<file path="config.mk">
export PLATFORM = sky130hd
export DESIGN_NAME = regfile_write_arbiter
export DESIGN_NICKNAME = d
export VERILOG_FILES = /design/src/rtl/regfile_pkg.sv /design/src/rtl/rr_arbiter.sv /design/src/rtl/regfile_write_arbiter.sv
export SDC_FILE = /design/constraint.sdc
export NUM_CORES = 1
export LEC_CHECK = 0
export CELL_PAD_IN_SITES_DETAIL_PLACEMENT = 1
export CELL_PAD_IN_SITES_GLOBAL_PLACEMENT = 1
export CORE_UTILIZATION = 28
export CTS_CLUSTER_SIZE = 28
export DETAILED_ROUTE_END_ITERATION = 16
export PLACE_DENSITY = 0.84
export SYNTH_ARGS = -nofsm -noshare
export SYNTH_HDL_FRONTEND = slang
export SYNTH_SLANG_ARGS = --single-unit
</file>
<file path="constraint.sdc">
create_clock -name clk -period 3.1 [get_ports clk]
set_input_delay 0.465 -clock clk [delete_from_list [all_inputs] [get_ports clk]]
set_output_delay 0.465 -clock clk [all_outputs]
set_load 0.01 [all_outputs]
</file>
<file path="src/rtl/regfile_pkg.sv">
// Shared definitions for the register-file write arbiter: FSM state codes,
// default sizes and the round-robin winner search.
package regfile_pkg;

    localparam int DefDataWidth = 8;
    localparam int DefNumRegs   = 16;
    localparam int MaxReq       = 32;

    typedef logic [0:0] state_t;
    localparam state_t StRun   = 1'b0;
    localparam state_t StClear = 1'b1;

    // First set bit of req searching from ptr+1 upward, wrapping modulo num_req; -1 if none.
    function automatic int rr_next(input logic [MaxReq-1:0] req, input int ptr, input int num_req);
        int idx;
        rr_next = -1;
        for (int k = num_req; k >= 1; k--) begin
            idx = (ptr + k) % num_req;
            if (req[idx]) begin
                rr_next = idx;
            end
        end
    endfunction

endpackage

</file>
<file path="src/rtl/rr_arbiter.sv">
// Combinational round-robin arbiter: one-hot grant to the first requester
// after ptr, suppressed entirely when enable is low.
module rr_arbiter
    import regfile_pkg::*;
#(
    parameter int NumReq     = 4,
    parameter int ReqIdWidth = $clog2(NumReq)
) (
    input  logic [NumReq-1:0]     req,
    input  logic [ReqIdWidth-1:0] ptr,
    input  logic                  enable,
    output logic [NumReq-1:0]     grant,
    output logic [ReqIdWidth-1:0] grant_idx,
    output logic                  any_grant
);

    logic [MaxReq-1:0] req_ext;
    int                winner;

    always_comb begin
        req_ext             = '0;
        req_ext[NumReq-1:0] = req;
        winner              = rr_next(req_ext, int'(ptr), NumReq);
        grant               = '0;
        grant_idx           = '0;
        any_grant           = 1'b0;
        if (enable && (winner >= 0)) begin
            grant[winner] = 1'b1;
            grant_idx     = ReqIdWidth'(winner);
            any_grant     = 1'b1;
        end
    end

endmodule

</file>
<file path="src/rtl/regfile_write_arbiter.sv">
// Shares one register-file write port among NumReq requesters and sequences
// a zero-fill of registers 1..NumRegs-1 on request.
module regfile_write_arbiter
    import regfile_pkg::*;
#(
    parameter int DataWidth  = DefDataWidth,
    parameter int NumRegs    = DefNumRegs,
    parameter int IndexWidth = $clog2(NumRegs),
    parameter int NumReq     = 4,
    parameter int ReqIdWidth = $clog2(NumReq)
) (
    input  logic                                 clk,
    input  logic                                 rst,
    input  logic [NumReq-1:0]                    reqValid,
    output logic [NumReq-1:0]                    reqReady,
    input  logic [NumReq-1:0][IndexWidth-1:0]    reqAddr,
    input  logic [NumReq-1:0][DataWidth-1:0]     reqData,
    input  logic                                 clearStart,
    output logic                                 clearBusy,
    output logic                                 rfWriteEn,
    output logic [IndexWidth-1:0]                rfWriteAddr,
    output logic [DataWidth-1:0]                 rfWriteData,
    output logic [ReqIdWidth-1:0]                grantId,
    output logic                                 droppedR0
);

    localparam logic [IndexWidth:0] LastAddr = (IndexWidth+1)'(NumRegs - 1);

    state_t                  state;
    logic [ReqIdWidth-1:0]   rr_ptr;
    logic [IndexWidth:0]     clr_cnt;
    logic                    arb_en;
    logic [NumReq-1:0]       grant;
    logic [ReqIdWidth-1:0]   win_id;
    logic                    any_grant;
    logic                    win_r0;

    logic                    busy_p1;
    logic                    wr_en_p1;
    logic [IndexWidth-1:0]   wr_addr_p1;
    logic [DataWidth-1:0]    wr_data_p1;
    logic [ReqIdWidth-1:0]   gid_p1;
    logic                    drop_p1;

    // Stage 0: combinational arbitration against the current requests
    assign arb_en = !rst && (state == StRun) && !clearStart;
    assign win_r0 = (reqAddr[win_id] == '0);

    rr_arbiter #(
        .NumReq     (NumReq),
        .ReqIdWidth (ReqIdWidth)
    ) u_arb (
        .req       (reqValid),
        .ptr       (rr_ptr),
        .enable    (arb_en),
        .grant     (grant),
        .grant_idx (win_id),
        .any_grant (any_grant)
    );

    assign reqReady = grant;

    // Stage 1: registered write port, FSM and clear counter
    always_ff @(posedge clk) begin
        if (rst) begin
            state      <= StRun;
            rr_ptr     <= ReqIdWidth'(NumReq - 1);
            clr_cnt    <= '0;
            busy_p1    <= 1'b0;
            wr_en_p1   <= 1'b0;
            wr_addr_p1 <= '0;
            wr_data_p1 <= '0;
            gid_p1     <= '0;
            drop_p1    <= 1'b0;
        end else if (state == StClear) begin
            wr_en_p1   <= 1'b1;
            wr_addr_p1 <= clr_cnt[IndexWidth-1:0];
            wr_data_p1 <= '0;
            drop_p1    <= 1'b0;
            clr_cnt    <= clr_cnt + 1'b1;
            if (clr_cnt == LastAddr) begin
                state   <= StRun;
                busy_p1 <= 1'b0;
            end
        end else if (clearStart) begin
            state    <= StClear;
            busy_p1  <= 1'b1;
            clr_cnt  <= (IndexWidth+1)'(1);
            wr_en_p1 <= 1'b0;
            drop_p1  <= 1'b0;
        end else if (any_grant) begin
            rr_ptr <= win_id;
            gid_p1 <= win_id;
            // Register 0 is hardwired: the request is consumed but never written
            if (win_r0) begin
                wr_en_p1 <= 1'b0;
                drop_p1  <= 1'b1;
            end else begin
                wr_en_p1   <= 1'b1;
                wr_addr_p1 <= reqAddr[win_id];
                wr_data_p1 <= reqData[win_id];
                drop_p1    <= 1'b0;
            end
        end else begin
            wr_en_p1 <= 1'b0;
            drop_p1  <= 1'b0;
        end
    end

    assign clearBusy   = busy_p1;
    assign rfWriteEn   = wr_en_p1;
    assign rfWriteAddr = wr_addr_p1;
    assign rfWriteData = wr_data_p1;
    assign grantId     = gid_p1;
    assign droppedR0   = drop_p1;

endmodule

</file>
# [Word-level counts from Yosys, hierarchy flattened]
# Cells that the tools add are included.
[op_classes] bitwise=8 n_mux=42 n_reduce_logical=19 n_lt_le_gt_ge=8 eq_ne=4 add_sub_neg=5
[op_table] cell="32-bit 2-to-1 mux" n=4
[op_table] cell="32-bit by 1-bit >= comparator with 1-bit output, second input constant" n=2
[op_table] cell="32-bit by 4-bit less-than comparator with 1-bit output, second input constant" n=1
[op_table] cell="3-bit by 7-bit less-than comparator with 1-bit output, second input constant" n=4
[op_table] cell="4-bit 2-to-1 mux" n=6
[op_table] cell="1-bit 2-to-1 mux" n=21
[op_table] cell="8-bit binary-select mux with 2-bit select" n=1
[op_table] cell="1-bit binary-select mux with 3-bit select" n=4
[op_table] cell="5-bit 2-to-1 mux" n=2
[op_table] cell="2-bit OR reduction" n=5
[op_table] cell="3-bit AND reduction" n=3
[op_table] cell="4-bit binary-select mux with 2-bit select" n=1
[op_table] cell="8-bit 2-to-1 mux" n=1
[op_table] cell="5-bit by 1-bit adder with 5-bit output, second input constant" n=1
[op_table] cell="5-bit by 4-bit == test with 1-bit output, second input constant" n=1
[op_table] cell="2-bit by 1-bit adder with 2-bit output, second input constant" n=2
[op_table] cell="2-bit adder, second input constant" n=2
[op_table] cell="1-bit bitwise AND, first input constant" n=4
[op_table] cell="1-bit logical AND" n=4
[op_table] cell="4-bit zero test" n=1
[op_table] cell="2-bit by 1-bit inequality test with 1-bit output, second input constant" n=2
[op_table] cell="1-bit inverter" n=4
[op_table] cell="2-bit nonzero test" n=2
[op_table] cell="4-bit OR reduction" n=1
[op_table] cell="other kinds (6)" n=7
[word_totals] out_inout_bits=21 ff_bits=25 input_bits=55 wordCells=95

# [Longest topological paths before layout]
# Gate-level depths: netlist (run 1).
[depth] depth_word=20 ltp_mapped=9 ltp_nobuf=7

# [By module]
# Synthesis (run 1) repeated with hierarchy kept, for this count alone.
[unflattened] cells_unflattened=156 hier_area_um2=1546.5
[by_module_without_submodules] module="regfile_write_arbiter" seq_area_each_um2=500.5 area_per_inst_um2=1397.6 cells_per_inst=135 n_inst=1
[by_module_without_submodules] module="rr_arbiter" seq_area_each_um2=0.0 area_per_inst_um2=148.9 cells_per_inst=21 n_inst=1

# [Least setup slack after synthesis (run 1)]
# No wires, ideal clock.
[synth_path] path_kind="input to register" start="input reqValid[2]" end="register wr_data_p1[0], in the netlist rfWriteData[0]" setup_ns=0.072 cell_stages=7 required_time_ns=3.028 slack_ns=0.814 t_arrival_ns=2.214 n_path_buf=1 path_cell_list="o41ai_1 > a21oi_1 > o32ai_2 > a21oi_2 > o41ai_4 > buf_6 > mux2i_1"
[synth_via] elab_chain_cells=15 elab_cells_between_ends=27 cone_classes="order compare: 1; mux: 22; bitwise: 1; reduce/logical: 3"
[synth_rtl] element="start, declared" line_no="regfile_write_arbiter.sv:14" rtl="input logic [NumReq-1:0] reqValid,"
[synth_rtl] element="1-bit binary-select mux with 3-bit select" line_no="regfile_pkg.sv:19" rtl="if (req[idx]) begin"
[synth_rtl] element="1-bit 2-to-1 mux (not written as such) (2 in a row)" line_no="regfile_pkg.sv:19"
[synth_rtl] element="32-bit 2-to-1 mux (3 in a row)" line_no="regfile_pkg.sv:19"
[synth_rtl] element="32-bit 2-to-1 mux *" line_no="regfile_pkg.sv:19"
[synth_rtl] element="32-bit by 1-bit >= comparator with 1-bit output" line_no="rr_arbiter.sv:27" rtl="if (enable && (winner >= 0)) begin"
[synth_rtl] element="1-bit logical AND" line_no="rr_arbiter.sv:27"
[synth_rtl] element="2-bit 2-to-1 mux" line_no="rr_arbiter.sv:27"
[synth_rtl] element="4-bit binary-select mux with 2-bit select" line_no="regfile_write_arbiter.sv:47" rtl="assign win_r0 = (reqAddr[win_id] == '0);"
[synth_rtl] element="4-bit 2-to-1 mux (not written as such)" line_no="regfile_write_arbiter.sv:47"
[synth_rtl] element="4-bit zero test" line_no="regfile_write_arbiter.sv:47"
[synth_rtl] element="1-bit inverter (no line)"
[synth_rtl] element="3-bit AND reduction (no line)"
[synth_rtl] element="end signal, assigned" line_no="regfile_write_arbiter.sv:101" rtl="wr_data_p1 <= reqData[win_id];"
[synth_rtl] element="end, declared" line_no="regfile_write_arbiter.sv:41" rtl="logic [DataWidth-1:0] wr_data_p1;"
# Mark *: on every way between the ends. The rest lies on a longest branch, timed or not. The select of a mux whose other input is x is not followed.
# A chain may end at the register's enable or synchronous reset.

# [Final worst setup path (run 1)]
[layout_path] start="input reqValid[3]" end="output reqReady[3]"
[layout_via] elab_chain_cells=12 elab_cells_between_ends=24 cone_classes="order compare: 3; mux: 19; reduce/logical: 2"
[layout_rtl] element="1-bit binary-select mux with 3-bit select" line_no="regfile_pkg.sv:19"
[layout_rtl] element="1-bit 2-to-1 mux (not written as such) (2 in a row)" line_no="regfile_pkg.sv:19"
[layout_rtl] element="32-bit 2-to-1 mux (3 in a row)" line_no="regfile_pkg.sv:19"
[layout_rtl] element="32-bit 2-to-1 mux *" line_no="regfile_pkg.sv:19"
[layout_rtl] element="32-bit by 1-bit >= comparator with 1-bit output / 32-bit by 4-bit less-than comparator with 1-bit output (equally long branches)" line_no="rr_arbiter.sv:27, rr_arbiter.sv:28"
[layout_rtl] element="1-bit logical AND (not written as such)" line_no="rr_arbiter.sv:28" rtl="grant[winner] = 1'b1;"
[layout_rtl] element="1-bit 2-to-1 mux (not written as such)" line_no="rr_arbiter.sv:28"
[layout_rtl] element="1-bit demux with 2-bit select"
[layout_rtl] element="4-bit 2-to-1 mux *" line_no="rr_arbiter.sv:27"
[layout_rtl] element="end, declared" line_no="regfile_write_arbiter.sv:15" rtl="output logic [NumReq-1:0] reqReady,"
# Marked as above.

==> out/metrics.cfg, run 1 <==
[worst_hold_path]
min-delay-start = rfWriteData[4]
worstHoldEndpoint = rfWriteData[4]
min-delay-path-class = reg2reg
hold_depth = 2

[synthesis]
count_of_different_cell_masters_after_synthesis = 44
synth_cells = 181
synth-warning-count = 0
post_synth_fa_ha_maj_area_fraction_pct = 1.65
synthesis.nets = 238
synthesized_area_fraction_occupied_by_ao_oa_aoi_and_oai_cells_pct = 28.0
synth_top_family_by_area = compound AO/OA/AOI/OAI gates
synth.cell_area_um2 = 1510
syn-mean-instance-area_um2 = 8.36
muxShareOfSynthArea_pct = 11.2
synth-seq-area-share_pct = 33.1
synth.ff_latch_count = 25
synthesized_area_fraction_occupied_by_xor_and_xnor_cells_pct = 0
synth_simple_gate_area_share_pct = 22.1

[layout]
final_cell_count_no_fill = 327
final_design_instance_area_without_fill_um2 = 2410
mostFrequentLayoutCells = clkdlybuf4s50_1 (75), nand2_1 (29), dfxtp_1 (25)
multi_input_area_um2 = 953
final_layout_size_suffix_gt1_share_pct = 10.1
num-fill-cells = 631
mostFrequentLayoutCell = clkdlybuf4s50_1
finish.net_count = 315
flow.area_growth_from_synthesis_pct = 59.6
antenna-diode-count = 0
sequential_cell_area_um2 = 500

[drt]
drt_first_pass_iters = 4
drtAntennaViolNets = 0
dr_vias = 1644
wire_per_inst_um = 15.8
detail_route.drc_violations = 0
routed_via_density = 5.03
drt-total-wl_um = 5150
1st_iter_drt_viols = 30

[sta]
post_route_fraction_of_the_period_consumed_by_the_critical_path_pct = 92.7
setup-violations-final = 0
hold_viol_final = 0
finalClockSkew_ns = 0.00283
maxSlewViolCount = 0
relSlewSlack_pct = 37.9
holdWs_ns = 0.471
post-route-min-period_ns = 2.87
post_route_setup_tns_ns = 0
worst-slew-pin-transition_ns = 0.928
grt_setup_unrepaired = false
maxClockFrequency_mhz = 348

[grt]
antenna_found_initial = 0
grt_max_degree = 18
overflow = 0
grt.total_usage_pct = 17.9
global_route_wire_length_before_repair_um = 7760
vias_in_the_first_global_route = 1636

[placement]
place_congestion = 0.730
dp_cells = 323
port_buffers = 75
post_dp_cell_area_um2 = 2370
place_hpwl_um = 4140

[die]
die_width_um = 75.5
boundaryPins = 76
die_h_um = 75.5
die_area_um2 = 5700
floorplan.initialDensity_pct = 29.4
core_area_um2 = 5140
fp-row-count = 26

[clocking]
total_clock_buffers_created_by_cts = 3
h-tree-depth = 1
cts_setup_buffers = 0
clock_tree.root_cell = clkbuf_8
clock_latency_late_sink_ns = 0.27
max-clock-path-buffers = 2
post_cts_resized = 0
clock_pin_slew_reported_for_the_worst_setup_and_hold_paths_after_clock_tree_synthesis_ns = 0.08
hold_buffers = 0
cts_tree = done
tritoncts_num_sinks = 25

[power]
power.static_leakage_uw = 0.000924
fin_total_pwr_uw = 823
p_per_area_nw_per_um2 = 341
vdd_drop_max_mv = 0.131

[critical_path]
worst_ep_arrival_time_ns = 2.41
timing.rr.end = rfWriteAddr[2]
r2r_cells = 8
critical_path_required_ns = 2.63
r2r_setup_slack_ns = 0.65
path_max_fanout = 14
crit_path_end_kind = output port
worstSetupStartpointType = primary input
worstReg2RegStart = state
timing.setup.critical_path_class = in2out

[run_status]
outcome = completed

[job]
drv_cap = 0

[worst max path at each step]
| stage | start | endpoint | cells after the start |
|---|---|---|---|
| 6_report | reqValid[3] | reqReady[3] | 6 |
| 5_1_grt | reqValid[3] | reqReady[3] | 6 |
| 2_1_floorplan | reqValid[2] | rfWriteData[0] | 7 |
| 3_3_place_gp | reqValid[3] | rfWriteData[0] | 8 |
| 4_1_cts | reqValid[3] | reqReady[3] | 6 |
| 3_5_place_dp | reqValid[3] | rfWriteData[7] | 8 |
[sequential cells by signal, indices dropped and copies added (netlist names)]
signal	count
clr_cnt	5
rfWriteAddr	4
state	1
rfWriteEn	1
grantId	2
rfWriteData	8
droppedR0	1
rr_ptr	2
clearBusy	1
[power breakdown]
part / total, uW / switching, uW / leakage, uW / internal [uW]
combinational: 265 / 116 / 0.000697 / 148
sequential: 360 / 18.7 / 0.000205 / 341
clock: 198 / 106 / 0.0000228 / 92.2
total: 823 / 241 / 0.000924 / 582
[cell usage after synthesis, drive strengths merged]
library cell  number  area share (%)
o211ai             1            0.50
buf                5             1.9
nor2              15             3.7
and2b              3             1.5
inv                3            0.74
nor2b              1            0.41
ha                 2             1.7
a21oi             15             5.2
dfxtp             25              33
o21ai             12             4.0
o32ai              4             3.3
mux2               8             6.0
nand3              8             2.6
nand2b             4             1.7
a32o               4             2.6
a31oi              1            0.41
or4                1            0.50
o21ba              1            0.66
o21bai             1            0.50
a211oi             1            0.50
a22o               4             2.3
o31a               2             1.2
nor3b              3             1.5
mux2i              8             5.3
o41ai              2             2.4
nand3b             1            0.50
nor3               4             1.7
clkbuf             5             1.2
o211a              1            0.66
a22oi              1            0.50
a21boi             1             1.2
a41oi              1            0.58
a221oi             1            0.99
a21o               1            0.50
nand2             30             7.6
and3               1            0.41
[cell type report]
type	instances	share of cell area (%)
clock buffer	4	1.87
inverter	3	0.467
multi-input combinational	143	39.5
sequential	25	20.7
tap	70	3.63
timing repair buffer	82	33.8
[stage by stage]
stage	utilization [%]	setup WS (ns)
after floorplan	-	0.814
after global placement	46.1	0.145
after detailed placement	46.1	0.00608
after CTS	47.0	0.230
after global routing	47.0	0.0626
final	47.0	0.227
[cell families after synthesis]
logic type	after synthesis
and+or+nand+nor	71
AOI/OAI and AO/OA	54
DFF	25
muxes	16
buffers and inverters	13
adders and majority gates	2
[routing by layer]
metal | GRT usage, % | routed length, um | up-vias
met1 | 22.6 | 2270 | 777
met5 | 0 | 0 | -
met3 | 1.06 | 184 | 9
met4 | 6.38 | 122 | 0
met2 | 32.1 | 2580 | 45
li1 | - | - | 813
[critical path, stage by stage]
cell	delay [ns]
clkdlybuf4s50_1	0.49
and2b_1	0.22
o21ai_1	0.18
o211a_1	0.45
nor2_1	0.11
clkdlybuf4s50_1	0.49
No activity file was read; power rests on OpenSTA's default activity.
==> run 2: changes to the inputs <==
--- a/config.mk
+++ b/config.mk
@@ -5,6 +5,7 @@
 export SDC_FILE = /design/constraint.sdc
 export NUM_CORES = 1
 export LEC_CHECK = 0
+export ABC_CLOCK_PERIOD_IN_PS = 3100
 export CELL_PAD_IN_SITES_DETAIL_PLACEMENT = 1
 export CELL_PAD_IN_SITES_GLOBAL_PLACEMENT = 1
 export CORE_UTILIZATION = 28
==> results of run 2 <==
Same layout as run 1: the final DEF is identical, and so are final timing and power.
==> run 3: changes to the inputs <==
--- a/config.mk
+++ b/config.mk
@@ -5,13 +5,15 @@
 export SDC_FILE = /design/constraint.sdc
 export NUM_CORES = 1
 export LEC_CHECK = 0
+export ABC_AREA = 1
 export ABC_CLOCK_PERIOD_IN_PS = 3100
 export CELL_PAD_IN_SITES_DETAIL_PLACEMENT = 1
 export CELL_PAD_IN_SITES_GLOBAL_PLACEMENT = 1
 export CORE_UTILIZATION = 28
 export CTS_CLUSTER_SIZE = 28
 export DETAILED_ROUTE_END_ITERATION = 16
-export PLACE_DENSITY = 0.84
+export HOLD_SLACK_MARGIN = 0.12
+export PLACE_DENSITY = 0.83
 export SYNTH_ARGS = -nofsm -noshare
 export SYNTH_HDL_FRONTEND = slang
 export SYNTH_SLANG_ARGS = --single-unit
==> out/metrics.cfg, run 3 <==
[layout]
final_layout_size_suffix_gt1_share_pct = 10.8
mostFrequentLayoutCell = clkdlybuf4s50_1
flow.area_growth_from_synthesis_pct = 48.8
finish.net_count = 409
mostFrequentLayoutCells = clkdlybuf4s50_1 (75), nand2_1 (63), inv_1 (36), nor2_1 (36), dfxtp_1 (24)
postLayoutCoreUtil_pct = 43.9
largest_reg_flops = 8
antenna-diode-count = 0

[sta]
hold_viol_final = 0
post-route-min-period_ns = 2.90
finalClockSkew_ns = 0.00226
setup-violations-final = 0
relSlewSlack_pct = 66.0
maxClockFrequency_mhz = 345
worst-slew-pin-transition_ns = 0.510
post_route_fraction_of_the_period_consumed_by_the_critical_path_pct = 93.5
post_route_setup_tns_ns = 0
grt_setup_unrepaired = false
maxSlewViolCount = 0

[synthesis]
yosys-top-cells-count = nand2_1 (63), inv_1 (36), nor2_1 (36)
synth.ff_latch_count = 25
async_flop_share_pct = 0
syn-mean-instance-area_um2 = 6.47
post_synth_edffs = 0
synth_cells = 275
synthesis.nets = 332
synth-seq-area-share_pct = 28.1
ys.flop_type = dfxtp_1
count_of_different_cell_masters_after_synthesis = 31
post_synthesis_cell_type_with_the_largest_combined_area = dfxtp_1
synth_most_common_cell = nand2_1
synth.cell_area_um2 = 1780
synth-warning-count = 0
yosys-top-cells-area = dfxtp_1 (28%), nand2_1 (13%), inv_1 (7.6%)
netlist.area_leader.share_pct = 28.1

[critical_path]
critical_path.max_stage_delay_ns = 0.55
path_max_fanout = 3
worst_ep_arrival_time_ns = 2.43
critical_path_required_ns = 2.63
worstSetupStartpointType = primary input
crit_path_cell_trace = clkdlybuf4s50_1 > inv_1 > o21ai_1 > nand2_1 > nand2_2 > nand2_1 > nand2_1 > nand2_2 > nand2_1 > nand2_1 > nor2_1 > clkdlybuf4s50_1
timing.setup.critical_path_class = in2out
crit_path_end_kind = output port
slowest_stage = clkdlybuf4s50_1
r2r_setup_slack_ns = 0.59
critical-path-top-cell-by-count = nand2_1

[drt]
drt_first_pass_iters = 4
drtAntennaViolNets = 0
detail_route.drc_violations = 0
wire_per_inst_um = 13.2
dr_vias = 2015
drt-total-wl_um = 5610
routed_via_density = 4.73
1st_iter_drt_viols = 58

[power]
p_per_area_nw_per_um2 = 378
vdd_drop_max_mv = 0.148
power.static_leakage_uw = 0.00120

[clocking]
post_cts_resized = 0
max-clock-path-buffers = 2
clock_latency_late_sink_ns = 0.27
tritoncts_num_sinks = 25
cts_setup_buffers = 0
h-tree-depth = 1
clock_tree.root_cell = clkbuf_8
total_clock_buffers_created_by_cts = 3
clock_pin_slew_reported_for_the_worst_setup_and_hold_paths_after_clock_tree_synthesis_ns = 0.08
hold_buffers = 0
cts_tree = done

[die]
floorplan.initialDensity_pct = 29.5
die_h_um = 81.7
die_width_um = 81.7
boundaryPins = 76
die_area_um2 = 6670
core_area_um2 = 6030
fp-row-count = 28

[placement]
port_buffers = 75
place_congestion = 0.838
place_hpwl_um = 4680

[job]
drv_cap = 0

[grt]
global_route_wire_length_before_repair_um = 9480
overflow = 0
grt.total_usage_pct = 18.6
antenna_found_initial = 0
grt_max_degree = 17
vias_in_the_first_global_route = 2094

[run_status]
outcome = completed

[worst_hold_path]
min-delay-path-class = reg2reg

[run 3: cell count changes after synthesis, sizes merged, moves of 9 or more]
cell,delta
nor2,+28
nand2,+37
nand4,+9
o21ai,+15
nand3,+15
inv,+37
[run 3: worst max-delay path, delay by kind of cell]
family / cells / cell delay, ns
buffers and inverters: 3 / 1.08
AND/OR/NAND/NOR: 8 / 0.73
AO/OA/AOI/OAI: 1 / 0.17
[run 3: area by class of cell]
type,instances,area [um^2]
inverters,40,155
repair buffers,84,818
multi-input cells,198,1030
well taps,75,93.8
flip-flops and latches,25,502
clock buffers,4,45.0
fillers,802,3380
[run 3: metrics by stage]
| stage | hold slack [ns] | total power (uW) | cell area, um^2 | setup slack, ns | std cells |
|---|---|---|---|---|---|
| finish | 0.453 | 999 | 2650 | 0.201 | 426 |
| global placement | 0.444 | 808 | 2600 | 0.245 | 422 |
| floorplan | 0.436 | 647 | 1780 | 1.03 | 275 |
| global route | 0.497 | 1080 | 2650 | 0.00870 | 426 |
| CTS | 0.453 | 1010 | 2640 | 0.116 | 426 |
| detailed placement | 0.440 | 820 | 2600 | 0.126 | 422 |
[run 3: cell families (layout without fill, tap and decap cells)]
logic type / after synthesis / in the layout / share of synthesized area, %
buffers and inverters: 52 / 128 / 13.9
multiplexers: 6 / 6 / 3.38
adder cells (fa/ha/maj): 2 / 2 / 1.41
AO/OA/AOI/OAI: 47 / 47 / 15.5
AND/OR/NAND/NOR: 143 / 143 / 37.7
flip-flops: 25 / 25 / 28.1
[run 3: worst paths after layout]
kind | from | to | depth (start not counted)
worst min register to register | clearBusy | clearBusy | 2
worst max register to register | rr_ptr[0] | rfWriteData[0] | 19
worst min-delay path | clearBusy | clearBusy | 2
worst max-delay path | reqValid[1] | reqReady[0] | 12
[run 3: layer usage]
metal	GRT usage [%]	part of all wire (%)
met5	0	0
met1	21.8	43
met2	34.3	50
met3	4.11	5.2
met4	3.86	1.6
[run 3: where the power goes]
group          internal (uW)  switching (uW)
Clock                   91.9            98.3
Combinational            199             242
Sequential               344            24.1
